### src/rtl/stream_demux_n.sv
// Purpose: registered 1-to-N valid/ready demux with unicast/broadcast routing and drop counting.
// Latency: an accepted beat appears on out_valid/out_data exactly one cycle later.
// Backpressure: in_ready follows the free state of the targeted slot(s); drops always accept.
module stream_demux_n #(
  parameter int WIDTH    = 8,
  parameter int CHANNELS = 4,
  parameter int SEL_W    = $clog2(CHANNELS),
  parameter int CNT_W    = 8
) (
  input  logic                      clk,
  input  logic                      rst,
  input  logic                      in_valid,
  output logic                      in_ready,
  input  logic [WIDTH-1:0]          in_data,
  input  logic [SEL_W-1:0]          in_sel,
  input  logic                      bcast,
  input  logic [CHANNELS-1:0]       en_mask,
  output logic [CHANNELS-1:0]       out_valid,
  input  logic [CHANNELS-1:0]       out_ready,
  output logic [CHANNELS*WIDTH-1:0] out_data,
  output logic [CNT_W-1:0]          drop_cnt
);

  // One holding slot per channel; packed so slice k lands at bits [k*WIDTH +: WIDTH].
  logic [CHANNELS-1:0]            full;
  logic [CHANNELS-1:0][WIDTH-1:0] data_q;

  logic [CHANNELS-1:0] free;
  logic [CHANNELS-1:0] uni_hit;
  logic [CHANNELS-1:0] tgt;
  logic [CHANNELS-1:0] load;
  logic [31:0]         sel_ext;
  logic                has_tgt;
  logic                accept;
  logic                drop;

  assign sel_ext   = 32'(in_sel);
  assign free      = ~full | out_ready;
  assign out_valid = full;
  assign out_data  = data_q;

  // Resolve the target set; out-of-range selects match no channel and fall onto the drop path.
  always_comb begin
    uni_hit = '0;
    for (int k = 0; k < CHANNELS; k++) begin
      if (sel_ext == 32'(k)) uni_hit[k] = 1'b1;
    end
    tgt     = bcast ? en_mask : (uni_hit & en_mask);
    has_tgt = (tgt != '0);
    // All-or-nothing: every target must be free; independent of in_valid.
    in_ready = has_tgt ? &(~tgt | free) : 1'b1;
    accept   = in_valid && in_ready;
    load     = accept ? tgt : '0;
    drop     = accept && !has_tgt;
  end

  // Slot update: a load wins over a pop, so pop+reload keeps the slot full with the new beat.
  always_ff @(posedge clk or posedge rst) begin
    if (rst) begin
      full   <= '0;
      data_q <= '0;
    end else begin
      for (int k = 0; k < CHANNELS; k++) begin
        if (load[k]) begin
          full[k]   <= 1'b1;
          data_q[k] <= in_data;
        end else if (out_ready[k]) begin
          full[k] <= 1'b0;
        end
      end
    end
  end

  // Saturating drop counter; never wraps.
  always_ff @(posedge clk or posedge rst) begin
    if (rst) begin
      drop_cnt <= '0;
    end else if (drop && (drop_cnt != {CNT_W{1'b1}})) begin
      drop_cnt <= drop_cnt + CNT_W'(1);
    end
  end

endmodule

### config.mk
export PLATFORM = sky130hd
export DESIGN_NAME = stream_demux_n
export DESIGN_NICKNAME = d
export VERILOG_FILES = /design/src/rtl/stream_demux_n.sv
export SDC_FILE = /design/constraint.sdc
export NUM_CORES = 1
export LEC_CHECK = 0
export CORE_AREA = 2 2 69 71
export DETAILED_ROUTE_END_ITERATION = 10
export DIE_AREA = 0 0 71 73
export GPL_TIMING_DRIVEN = 0
export PLACE_DENSITY = 0.78
export SKIP_LAST_GASP = 1
export SLEW_MARGIN = 20
export SYNTH_ARGS = -nofsm -noshare
export SYNTH_HDL_FRONTEND = slang
export SYNTH_SLANG_ARGS = --single-unit
### constraint.sdc
create_clock -name clk -period 2.3 [get_ports clk]
set_clock_uncertainty 0.15 [all_clocks]
set_input_delay 0.345 -clock clk [delete_from_list [all_inputs] [get_ports clk]]
set_output_delay 0.345 -clock clk [all_outputs]
set_load 0.02 [all_outputs]
==> reports/metrics.cfg, run 1 <==
[sta]
tightest_slew_ns=0.875
relSlewSlack_pct=41.5
layout_worst_path_cycle_share_pct=95.1
rsz0062_at_grt=no
clock.fmax_mhz=457
period_minus_slack_ns=2.19
slew_viol_final=0
setup_viol=0
hold_viol=0

[min_path]
hp-class=in -> async

[floorplan]
pin_count=67
start_util_pct=43.0
core-area_um2=4540
rows=25
design.die.area_um2=5180
dieHeight_um=73
die_x_um=71

[cells_and_area]
layout-drive-gt1-share_pct=24.8
n_antenna_cell=0
final_cell_area_um2=2820
fin_util_pct=62.2
nNetsFinal=232
syn_to_final_growth_pct=44.5

[clock_network]
postCtsSetupBuffers=0
clk_pin_slew_ns=0.08
cts_root_buf=clkbuf_8
cts_tree=built
worstSkewPairLatency_ns=0.29
hold_buffers=0
cts.sink_count=44
cts.path.max_buffers=2
htreeDepth=2
cts_buffers=5

[global_route]
grt_max_degree=29
grt-ovfl-total=0
antenna_found_initial=0
grt_pass1_vias=1322
grt_pass1_wl_um=6690
gr-usage-all-layers_pct=16.7

[yosys]
synth_common_cells=dfrtp_1 (44), mux2_2 (17), mux2_4 (16)
synth_edf_count=0
ys_seq_area_share_pct=56.4
yosys_warnings=0
yosys_register_bits=44
yosys_most_used_dff=dfrtp_1
synthesis.instances=135
synthArstFlopShare_pct=100
synth.most_common_cell=dfrtp_1
yosysTopAreaCell=dfrtp_1
ys_types=30
syn-cell-area_um2=1950
avgSynthCellArea_um2=14.5
syn_nets=158
synth_top_area_share_pct=56.4
ys_top_cells_by_area=dfrtp_1 (56%), mux2_4 (12%), mux2_2 (9.8%)

[pwr]
p_leak_nw=1.22
powerDensity_nw_per_um2=921
vdd_drop_max_v=0.000584

[setup_path]
crit_arrival_ns=1.69
cp-startpoint=en_mask[3]
cp.required_ns=1.80
crit_type=in -> out
slowest_delay_ns=0.52
reg2regPathDepth=5
reg2reg_to=out_data[19]
timing.critical_path.buf_inv=2
end_kind=primary output
r2r_slack_ns=0.33
path_cells=clkdlybuf4s50_1 -> nand2_2 -> o22ai_4 -> nor2_1 -> dlygate4sd2_1
crit_path_end=in_ready
cp_slowest_cell=clkdlybuf4s50_1
cp_top_family=buffers and inverters
startpoint_type=primary input
path_depth=5
reg2reg_from=out_valid[1]
worst-path-max-fanout=7

[drt]
num_vias=1338
vias_per_cell=5.07
drt_iter0_drc=99
wl_um=4150
drtAntennaViolNets=0
firstDrtPassIters=4
wl_per_cell_um=15.7
drc_errors=0

[placed_design]
dp_hpwl_um=3020
place_congestion=0.752
portBuffers=66
place_area_um2=2700

[flow_run]
cap_violations=0

[status]
status=finished clean

worst min-delay path by stage:
stage               cells after the start  slack (ns)      endpoint        start
detailed placement                      1        0.33   drop_cnt[6]  drop_cnt[6]
finish                                  2        0.21   drop_cnt[6]          rst
global route                            2        0.23  out_data[17]          rst
global placement                        1        0.34   out_data[5]  out_data[5]
floorplan                               1        0.34  out_data[10]   in_data[2]
CTS                                     2        0.21   drop_cnt[0]          rst
flip-flops by register name (all words and copies together), names as in the netlist:
signal and flops:
drop_cnt 8, out_data 32, out_valid 4
through the flow:
stage | hold slack (ns) | std cells | setup TNS [ns] | worst slack [ns] | power [mW]
after floorplan | 0.344 | 135 | 0 | 0.352 | 1.62
after global placement | 0.339 | 255 | -15.39 | -0.510 | 2.09
after detailed placement | 0.335 | 256 | -10.95 | -0.509 | 2.12
after CTS | 0.209 | 264 | -0.152 | -0.152 | 2.63
after global routing | 0.230 | 264 | 0 | 0.0333 | 2.74
final | 0.206 | 264 | 0 | 0.112 | 2.60
timing repair:
action	in CTS	in global routing
resized for setup	4	4
pin swaps	0	1
endpoints found under the setup margin	9	34
cloned	0	0
routing by layer:
layer	share of wire, %	GRT usage, %	up-vias
met5	0	0	-
met3	3.9	4.14	4
li1	-	-	626
met2	52	28.2	36
met4	1.4	5.66	0
met1	43	21.1	672
final cells by class:
type | instances | area, um2
clock inverter | 1 | 7.51
inverter | 4 | 15.0
multi-input combinational | 85 | 833
timing repair buffer | 67 | 687
sequential | 44 | 1100
fill | 364 | 1720
clock buffer | 7 | 86.3
tap | 54 | 67.6
buffer | 2 | 22.5
power by group:
part	switching (mW)	internal, mW	total (mW)
Clock	0.250	0.244	0.494
Combinational	0.457	0.554	1.01
Sequential	0.133	0.958	1.09
Total	0.841	1.76	2.60
placed cells by master (no fill, tap or decap), types with 2 or more instances in the layout:
| master | netlist | final |
|---|---|---|
| clkdlybuf4s50_1 | 0 | 62 |
| nor2_1 | 5 | 5 |
| inv_1 | 4 | 3 |
| o21ai_2 | 1 | 2 |
| xnor2_1 | 7 | 7 |
| dfrtp_1 | 44 | 44 |
| mux2_2 | 17 | 17 |
| dlymetal6s2s_1 | 0 | 3 |
| nand3_1 | 5 | 5 |
| nor2b_1 | 3 | 3 |
| nand2_1 | 6 | 5 |
| or3_1 | 2 | 2 |
| nand2b_1 | 4 | 4 |
| nor3_4 | 1 | 2 |
| clkbuf_8 | 0 | 6 |
| o31ai_1 | 2 | 2 |
| buf_6 | 2 | 2 |
| nand4_1 | 2 | 2 |
| mux2_4 | 16 | 16 |
worst register-to-register path: cells and delay by family (launching register included):
| family | cells | cell delay [ns] |
|---|---|---|
| buffers and inverters | 1 | 0.17 |
| muxes | 1 | 0.30 |
| DFF | 1 | 0.38 |
| and+or+nand+nor | 2 | 0.67 |
| AOI/OAI and AO/OA | 1 | 0.19 |
cells by family (layout without fill, tap and decap cells):
logic type | count (synthesis) | in the layout | synth area share (%)
compound gates | 12 | 12 | 6.41
xor+xnor | 7 | 7 | 3.14
fa+ha+maj | 1 | 1 | 0.641
buf+inv | 6 | 81 | 1.92
flops | 44 | 44 | 56.4
mux | 33 | 33 | 22.1
simple gates | 32 | 32 | 9.36
Note: power is estimated with default switching activity, not from simulation.
==> run 2, diff against run 1 <==
--- a/config.mk
+++ b/config.mk
@@ -9,7 +9,7 @@
 export DETAILED_ROUTE_END_ITERATION = 10
 export DIE_AREA = 0 0 71 73
 export GPL_TIMING_DRIVEN = 0
-export PLACE_DENSITY = 0.78
+export PLACE_DENSITY = 0.88
 export SKIP_LAST_GASP = 1
 export SLEW_MARGIN = 20
 export SYNTH_ARGS = -nofsm -noshare
==> reports/metrics.cfg, run 2 (synthesis results as in run 1) <==
[cells_and_area]
nNetsFinal=237  ; +2.2%
largest_reg_flops=32  ; unchanged
layout_commonest_cell=clkdlybuf4s50_1
n_antenna_cell=0  ; unchanged
instances_no_fill=269  ; +1.9%
layout-drive-gt1-share_pct=27.0  ; +2.2 points
final_cell_mix=clkdlybuf4s50_1 (62), dfrtp_1 (44), mux2_2 (17), mux2_4 (16), xnor2_1 (7)
syn_to_final_growth_pct=48.1

[drt]
vias_per_cell=5.07  ; +0.12%
drt_iter0_drc=39  ; -61%
num_vias=1365  ; +2.0%
wl_um=4170  ; +0.53%
drtAntennaViolNets=0  ; unchanged
firstDrtPassIters=4  ; unchanged
drc_errors=0  ; unchanged
wl_per_cell_um=15.5  ; -1.3%

[pwr]
vdd_drop_max_v=0.000544  ; -6.8%
powerDensity_nw_per_um2=898  ; -2.5%
total_power_mw=2.60  ; about the same
p_leak_nw=1.25  ; +2.9%

[flow_run]
cap_violations=0  ; unchanged

[floorplan]
dieHeight_um=73  ; unchanged
start_util_pct=43.0  ; unchanged
die_x_um=71  ; unchanged
core-area_um2=4540  ; unchanged
design.die.area_um2=5180  ; unchanged
pin_count=67  ; unchanged
rows=25  ; unchanged

[global_route]
antenna_found_initial=0  ; unchanged
grt-ovfl-total=0  ; unchanged
grt_pass1_wl_um=6390  ; -4.4%
gr-usage-all-layers_pct=16.2  ; -0.56 points
grt_pass1_vias=1276  ; -3.5%
grt_max_degree=26  ; -10%

[setup_path]
crit_type=in -> reg
timing.critical_path.buf_inv=1  ; -1
path_depth=4  ; -1
cp_top_family=compound AO/OA/AOI/OAI gates
end_kind=flop
crit_arrival_ns=2.15  ; +0.46 ns
reg2reg_to=out_data[19]
reg2regPathDepth=5  ; unchanged
cp.required_ns=2.32  ; +0.52 ns
path_cells=clkdlybuf4s50_1 -> o32ai_1 -> nand2_1 -> mux2_2
reg2reg_from=out_valid[1]
slowest_delay_ns=0.80  ; +0.28 ns
worst-path-max-fanout=7  ; unchanged
startpoint_type=primary input
r2r_slack_ns=0.41  ; +0.08 ns
cp_slowest_cell=o32ai_1

[sta]
period_minus_slack_ns=2.13  ; -0.0594 ns
layout_worst_path_cycle_share_pct=92.5  ; -2.6 points
tightest_slew_ns=0.871  ; -0.00417 ns
relSlewSlack_pct=41.8  ; +0.28 points
setup_viol=0  ; unchanged
hold_viol=0  ; unchanged
clock.fmax_mhz=470  ; +2.8%
holdWs_ns=0.255  ; +0.0484 ns
rsz0062_at_grt=no
slew_viol_final=0  ; unchanged

[placed_design]
dp_hpwl_um=3050  ; +0.85%
portBuffers=66  ; unchanged
place_congestion=0.849  ; +13%
place_inst=256  ; unchanged

[clock_network]
hold_buffers=0  ; unchanged
cts_root_buf=clkbuf_8
cts.path.max_buffers=2  ; unchanged
htreeDepth=2  ; unchanged
worstSkewPairLatency_ns=0.28  ; about the same
cts_buffers=5  ; unchanged
clk_pin_slew_ns=0.08  ; about the same
cts_tree=built
cts.sink_count=44  ; unchanged

[min_path]
hp-class=in -> async

[status]
status=finished clean

==> run 2: timing repair <==
item                                   4_1_cts  5_1_grt
setup endpoints to repair                    9       33
endpoints found under the hold margin        0        0
resized for setup                            4        6
gates cloned                                 0        0
pin swaps                                    0        6
setup buffers                                0        5
==> run 2: power breakdown <==
group	leakage (nW)	switching (mW)	internal, mW
registers	0.534	0.128	0.957
clock network	0.0445	0.236	0.244
logic	0.675	0.463	0.568
==> run 2: layout make-up <==
cell class	instances	area, um2
plain buffers	2	22.5
clock buffers	7	86.3
clock inverters	1	7.51
fillers	347	1640
inverters	4	15.0
multi-input cells	85	833
flip-flops and latches	44	1100
well taps	54	67.6
repair buffers	72	758
==> run 2: routing by layer <==
metal	GRT usage (%)	routed length [um]
met5	0	0
met4	5.87	61
met3	2.90	154
met2	26.4	2130
met1	21.7	1820
==> run 2: per-stage QoR <==
step                      utilization [%]  setup TNS, ns  instance area [um2]  setup WS, ns
after global placement               59.1         -14.92                 2680        -0.468
after detailed placement             59.5         -11.16                 2700        -0.511
after global routing                 63.8              0                 2890         0.110
final                                63.8              0                 2890         0.172
after CTS                            62.0         -0.157                 2810        -0.157
after floorplan                         -              0                 1950         0.352
==> run 2: worst max path at each step <==
stage / slack [ns] / endpoint / from
global placement: -0.47 / out_data[2] / in_sel[1]
detailed placement: -0.51 / out_data[2] / in_sel[0]
floorplan: 0.35 / out_data[16] / out_valid[1]
finish: 0.17 / drop_cnt[1] / en_mask[0]
CTS: -0.16 / in_ready / bcast
global route: 0.11 / drop_cnt[1] / en_mask[0]
